`src/rtl/bin_gray_cnt_pkg.sv`:
```
// -----------------------------------------------------------------------------
// bin_gray_cnt_pkg
// Shared definitions for the binary/gray counter family (bin_gray_cnt encoder
// and gray_bin decoder).
//   GRAY_W      : default code width used by the lab design
//   GRAY_MAX_W  : widest code supported; gray_enc operates at this width
//   gray_enc()  : binary-to-gray conversion, x XOR (x >> 1), logical shift.
//                 Callers zero-extend narrower values to GRAY_MAX_W and keep
//                 the low WIDTH bits of the result. Zero upper bits make this
//                 identical to a WIDTH-bit encode.
// -----------------------------------------------------------------------------
package bin_gray_cnt_pkg;

    localparam int GRAY_W     = 4;
    localparam int GRAY_MAX_W = 16;

    function automatic logic [GRAY_MAX_W-1:0] gray_enc(input logic [GRAY_MAX_W-1:0] x);
        return x ^ (x >> 1);
    endfunction

endpackage : bin_gray_cnt_pkg

```
`src/rtl/bin_gray_cnt.sv`:
```
// -----------------------------------------------------------------------------
// bin_gray_cnt
// Registered binary up/down counter with a gray-coded output.
//   clk      : clock, all state updates on the rising edge
//   rst      : synchronous active-high reset (clears everything)
//   en       : count enable, one step per cycle while high
//   up       : direction, 1 = increment, 0 = decrement
//   load     : synchronous load strobe (beats en)
//   load_bin : binary value to load
//   bin_q    : registered binary count
//   gray_q   : registered gray code of bin_q
//   wrap     : one-cycle pulse, the last step wrapped around
//   flip     : one-hot gray bit that toggled on the last step, zero otherwise
// Priority at each edge: rst > load > en > hold.
// -----------------------------------------------------------------------------
module bin_gray_cnt
    import bin_gray_cnt_pkg::*;
#(
    parameter int WIDTH = GRAY_W
) (
    input  logic             clk,
    input  logic             rst,
    input  logic             en,
    input  logic             up,
    input  logic             load,
    input  logic [WIDTH-1:0] load_bin,
    output logic [WIDTH-1:0] bin_q,
    output logic [WIDTH-1:0] gray_q,
    output logic             wrap,
    output logic [WIDTH-1:0] flip
);

    localparam logic [WIDTH-1:0] ZERO_V = {WIDTH{1'b0}};
    localparam logic [WIDTH-1:0] ONES_V = {WIDTH{1'b1}};
    localparam logic [WIDTH-1:0] ONE_V  = {{(WIDTH-1){1'b0}}, 1'b1};

    logic [WIDTH-1:0]      bin_r;
    logic [WIDTH-1:0]      gray_r;
    logic                  wrap_r;
    logic [WIDTH-1:0]      flip_r;

    logic [WIDTH-1:0]      step_s;
    logic                  step_wrap_s;
    logic [WIDTH-1:0]      next_bin_s;
    logic [GRAY_MAX_W-1:0] next_gray_full_s;
    logic [WIDTH-1:0]      next_gray_s;
    logic                  next_wrap_s;
    logic [WIDTH-1:0]      next_flip_s;

    // One counting step in the sampled direction; the carry/borrow out is
    // dropped, and the wrap flag is read from the end-of-range value instead.
    always_comb begin
        step_s      = bin_r;
        step_wrap_s = 1'b0;
        if (up) begin
            step_s      = bin_r + ONE_V;
            step_wrap_s = (bin_r == ONES_V);
        end else begin
            step_s      = bin_r - ONE_V;
            step_wrap_s = (bin_r == ZERO_V);
        end
    end

    // Next-state selection: load beats count beats hold; wrap/flip only on a count.
    always_comb begin
        next_bin_s  = bin_r;
        next_wrap_s = 1'b0;
        next_flip_s = ZERO_V;
        if (load) begin
            next_bin_s  = load_bin;
            next_wrap_s = 1'b0;
            next_flip_s = ZERO_V;
        end else if (en) begin
            next_bin_s  = step_s;
            next_wrap_s = step_wrap_s;
            next_flip_s = gray_r ^ next_gray_s;
        end else begin
            next_bin_s  = bin_r;
            next_wrap_s = 1'b0;
            next_flip_s = ZERO_V;
        end
    end

    // Gray code of the next binary value (shared encoder, narrowed to WIDTH).
    always_comb begin
        next_gray_full_s = gray_enc(GRAY_MAX_W'(next_bin_s));
        next_gray_s      = next_gray_full_s[WIDTH-1:0];
    end

    // State and output registers with synchronous reset.
    always_ff @(posedge clk) begin
        if (rst) begin
            bin_r  <= ZERO_V;
            gray_r <= ZERO_V;
            wrap_r <= 1'b0;
            flip_r <= ZERO_V;
        end else begin
            bin_r  <= next_bin_s;
            gray_r <= next_gray_s;
            wrap_r <= next_wrap_s;
            flip_r <= next_flip_s;
        end
    end

    assign bin_q  = bin_r;
    assign gray_q = gray_r;
    assign wrap   = wrap_r;
    assign flip   = flip_r;

endmodule : bin_gray_cnt

```
`config.mk`:
```
export PLATFORM = sky130hd
export DESIGN_NAME = bin_gray_cnt
export DESIGN_NICKNAME = d
export VERILOG_FILES = /design/src/rtl/bin_gray_cnt_pkg.sv /design/src/rtl/bin_gray_cnt.sv
export SDC_FILE = /design/constraint.sdc
export NUM_CORES = 1
export LEC_CHECK = 0
export CORE_MARGIN = 3
export CORE_UTILIZATION = 40
export CTS_BUF_LIST = sky130_fd_sc_hd__clkbuf_2
export DETAILED_ROUTE_END_ITERATION = 7
export PLACE_DENSITY = 0.76
export SYNTH_ARGS = -nofsm -noshare
export SYNTH_HDL_FRONTEND = slang
export SYNTH_SLANG_ARGS = --single-unit
```
`constraint.sdc`:
```
create_clock -name clk -period 5.2 [get_ports clk]
set_input_delay 0.78 -clock clk [delete_from_list [all_inputs] [get_ports clk]]
set_output_delay 0.78 -clock clk [all_outputs]
set_load 0.005 [all_outputs]
```
Word-level counts from Yosys, hierarchy flattened
Cells that the tools add are included.
Word-level totals
  flip-flop bits (word level): 13
  input bits: 9
  output and inout port bits: 13
  word-level logic and storage cells: 16
Operators by class
  add/sub/neg operators: 2
  equal/unequal tests: 1
  multiplexer cells: 4
  bitwise logic cells: 3
  reduce and logical (&&, ||, !) cells: 2
Operators with widths (number)
  4-bit 2-to-1 mux: 3
  4-bit by 1-bit adder with 4-bit output, second input constant: 1
  4-bit equality test, second input constant: 1
  4-bit zero test: 1
  4-bit by 1-bit subtractor with 4-bit output, second input constant: 1
  4-bit by 3-bit bitwise XOR with 4-bit output: 1
  4-bit bitwise XOR: 1
  3-bit OR reduction: 1
  1-bit 2-to-1 mux: 1
  1-bit inverter: 1

Longest topological paths before layout
  depth in word-level cells: 6
  gate-level depth with buffers: 7

Least setup slack after synthesis
No wires, ideal clock.
  path type: in2reg
  start: input up
  end: register flip_r[2], in the netlist flip[2]
  library setup time: 0.064 ns
  data arrival time: 2.252 ns
  required time: 5.136 ns
  setup slack: 2.883 ns
  stages: 7
  path buffers: 0
  cells stage by stage: inv_1 fa_1 xnor2_1 a211oi_1 a21oi_1 xnor3_1 nor2_1
Between the ends
  longest elaborated chain between the ends: 5
RTL lines
  start: declaration: line bin_gray_cnt.sv:24  | input logic up,
  4-bit 2-to-1 mux: line bin_gray_cnt.sv:55  | if (up) begin
  4-bit 2-to-1 mux: line bin_gray_cnt.sv:73  | end else if (en) begin
  4-bit 2-to-1 mux: line bin_gray_cnt.sv:69  | if (load) begin
  4-bit by 3-bit bitwise XOR with 4-bit output: line bin_gray_cnt_pkg.sv:18  | return x ^ (x >> 1);
  4-bit bitwise XOR: line bin_gray_cnt.sv:76  | next_flip_s = gray_r ^ next_gray_s;
  end signal: assignment: line bin_gray_cnt.sv:101  | flip_r <= next_flip_s;
  end: declaration: line bin_gray_cnt.sv:40  | logic [WIDTH-1:0] flip_r;
Every way passes these cells.
A chain may end at the register's enable or synchronous reset.

Final worst setup path
Same ends and word-level chain as after synthesis.

==> results.py <==
metrics = {
    "outcome": {
        "outcome": "finished, final reports clean",
    },
    "synthesis": {
        "synthCells": 67,
        "yosysUniqueCellTypes": 31,
        "syn-num-nets": 79,
        "ys.flop_type": "dfxtp_1",
        "synthArstFlopShare_pct": 0,
        "yosysSeqAreaShare_pct": 36.0,
        "ys_ff_latch": 12,
        "synth_edf_count": 0,
        "synthesis.area_um2": 668,
        "syn-mean-instance-area_um2": 9.97,
        "yosysWarnings": 0,
    },
    "placed_design": {
        "globalplace.congestion": 0.807,
        "pre_cts_slack_ns": 2.13,
        "place_area_um2": 862,
        "place_hpwl_um": 959,
        "place_inst": 99,
        "io_buffers": 21,
    },
    "critical_path": {
        "worst-path-buf-inv": 2,
        "cpMaxStageDelayCell": "clkdlybuf4s50_1",
        "cp_slowest_stage_delay_ns": 0.56,
        "startpoint_type": "primary input",
        "path_max_fanout": 6,
        "crit_type": "in -> reg",
        "cp_data_required_time_ns": 5.40,
        "critPathCaptureType": "flip-flop",
        "arrival_ns": 3.00,
        "critical_path.cell_chain": "clkdlybuf4s50_1 -> inv_1 -> fa_1 -> xnor2_1 -> a211oi_1 -> a21oi_1 -> xnor3_1 -> nor2_1",
        "cpLargestDelayFamily": "buffers and inverters",
    },
    "cells_and_area": {
        "drive_above_1_share_pct": 11.5,
        "final_util_pct": 57.1,
        "finalInstanceArea_um2": 881,
        "syn2layout_area_growth_pct": 31.8,
        "final_net_count": 100,
        "antennaDiodeCount": 0,
        "final_cell_mix": "clkdlybuf4s50_1 (21), nor2_1 (12), dfxtp_1 (12)",
        "layout_commonest_cell": "clkdlybuf4s50_1",
        "final_cells": 103,
    },
    "drt": {
        "drc": 0,
        "viasPerCell": 5.11,
        "vias": 526,
        "routed_wl_um": 1230,
        "drtIter0Drc": 8,
        "firstDrtPassIters": 4,
        "wl_per_cell_um": 11.9,
        "antenna_left": 0,
    },
    "clocking": {
        "cts_tree": "built",
        "ctsHoldBuffers": 0,
        "root_buffer": "clkbuf_2",
        "clk_latency_ns": 0.26,
        "post_cts_buffers": 0,
        "cts_sinks": 12,
        "cts-resized-gates": 0,
        "cts.clk_slew.worst_paths_ns": 0.10,
        "htree_levels": 1,
        "cts_buffer_depth": 2,
        "cts_buffers": 3,
    },
    "power_and_ir_drop": {
        "leakagePower_nw": 0.353,
        "switching_share_pct": 28.6,
        "pwr-share-seq_pct": 47.0,
        "powerDensity_nw_per_um2": 262,
        "total_power_mw": 0.231,
        "pwr-share-comb_pct": 33.4,
        "clkPwrFrac_pct": 19.6,
        "internal_power_mw": 0.165,
        "p_switching_mw": 0.0661,
        "peakVddDrop_v": 0.000149,
    },
    "floorplanning": {
        "ios": 22,
        "rows": 14,
        "start_util_pct": 43.3,
        "die_y_um": 46.9,
        "die_w_um": 46.9,
        "die_area_um2": 2200,
        "core_region_area_um2": 1540,
    },
    "sta": {
        "fin_setup_tns_ns": 0,
        "hold_violations": 0,
        "timing.fmax_ghz": 0.358,
        "finalCriticalPeriod_ns": 2.79,
        "setup_viol": 0,
        "fin_crit_sh_pct": 53.7,
        "hold_ws_ns": 0.525,
        "grt_setup_unrepaired": "false",
        "finalClockSkew_ns": 0.00163,
        "max-slew-margin-rel_pct": 66.4,
        "worst_pin_slew_ns": 0.502,
        "setup_ws_ns": 2.41,
        "finalMaxSlewViolations": 0,
    },
    "global_routing": {
        "grt_overflow_total": 0,
        "grt_pass1_wl_um": 1950,
        "grt_start_max_net_pins": 12,
        "grt_antenna_before_repair": 0,
        "grt_usage_pct": 12.8,
        "grt_pass1_vias": 444,
    },
    "worst_hold_path": {
        "hold_path.class": "reg -> reg",
    },
    "flow_run": {
        "cap_violations": 0,
    },
}
## cell families after synthesis
kind of cell	synth area share [%]
compound gates	9.55
buf+inv	5.99
mux	8.05
xor+xnor	12.5
fa+ha+maj	6.74
simple gates	21.2
flops	36.0
## layout make-up
cell class | instances | area, µm²
sequential | 12 | 240
clock inverter | 1 | 3.75
tap | 16 | 20.0
inverter | 1 | 3.75
clock buffer | 3 | 15.0
multi-input combinational | 49 | 388
timing repair buffer | 21 | 210
fill | 149 | 661
## power groups by stage
stage	Sequential (mW)	Combinational (mW)	Clock, mW
final	0.109	0.0772	0.0451
after global routing	0.110	0.0846	0.0504
after global placement	0.111	0.0762	0
after CTS	0.109	0.0781	0.0485
after detailed placement	0.111	0.0776	0
after floorplan	0.110	0.0502	0
## flip-flops by register name, summed over array words and instances (netlist names)
name	flops
bin_q	4
flip	4
gray_q	3
wrap	1
## tightest hold or removal path: cells and delay by family, from the launching register on
kind	cells	cell delay, ns
DFF	1	0.34
and+or+nand+nor	1	0.08
muxes	1	0.07
## synth_stat cells (all sizes together) (2+ instances only)
| master | instances | area (µm²) |
|---|---|---|
| dfxtp | 12 | 240 |
| nand3 | 3 | 15.0 |
| nand2 | 2 | 7.51 |
| nor2 | 12 | 45.0 |
| xnor2 | 5 | 43.8 |
| buf | 5 | 36.3 |
| ha | 2 | 25.0 |
| mux2i | 3 | 42.5 |
| xor2 | 2 | 17.5 |
| a21oi | 3 | 15.0 |
## metal layers
metal	track usage [%]	part of all wire [%]
met1	16.7	46
met2	19.0	47
met3	6.13	7.2
met4	3.31	0
met5	0	0
## worst paths after layout
kind	to	cells after the start	slack, ns	startpoint
worst min-delay path	flip[1]	2	0.52	gray_q[1]
worst min register to register	flip[1]	2	0.52	gray_q[1]
worst max register to register	flip[0]	6	3.22	bin_q[0]
worst max-delay path	flip[2]	8	2.41	up
No activity file was read; power rests on OpenSTA's default activity.
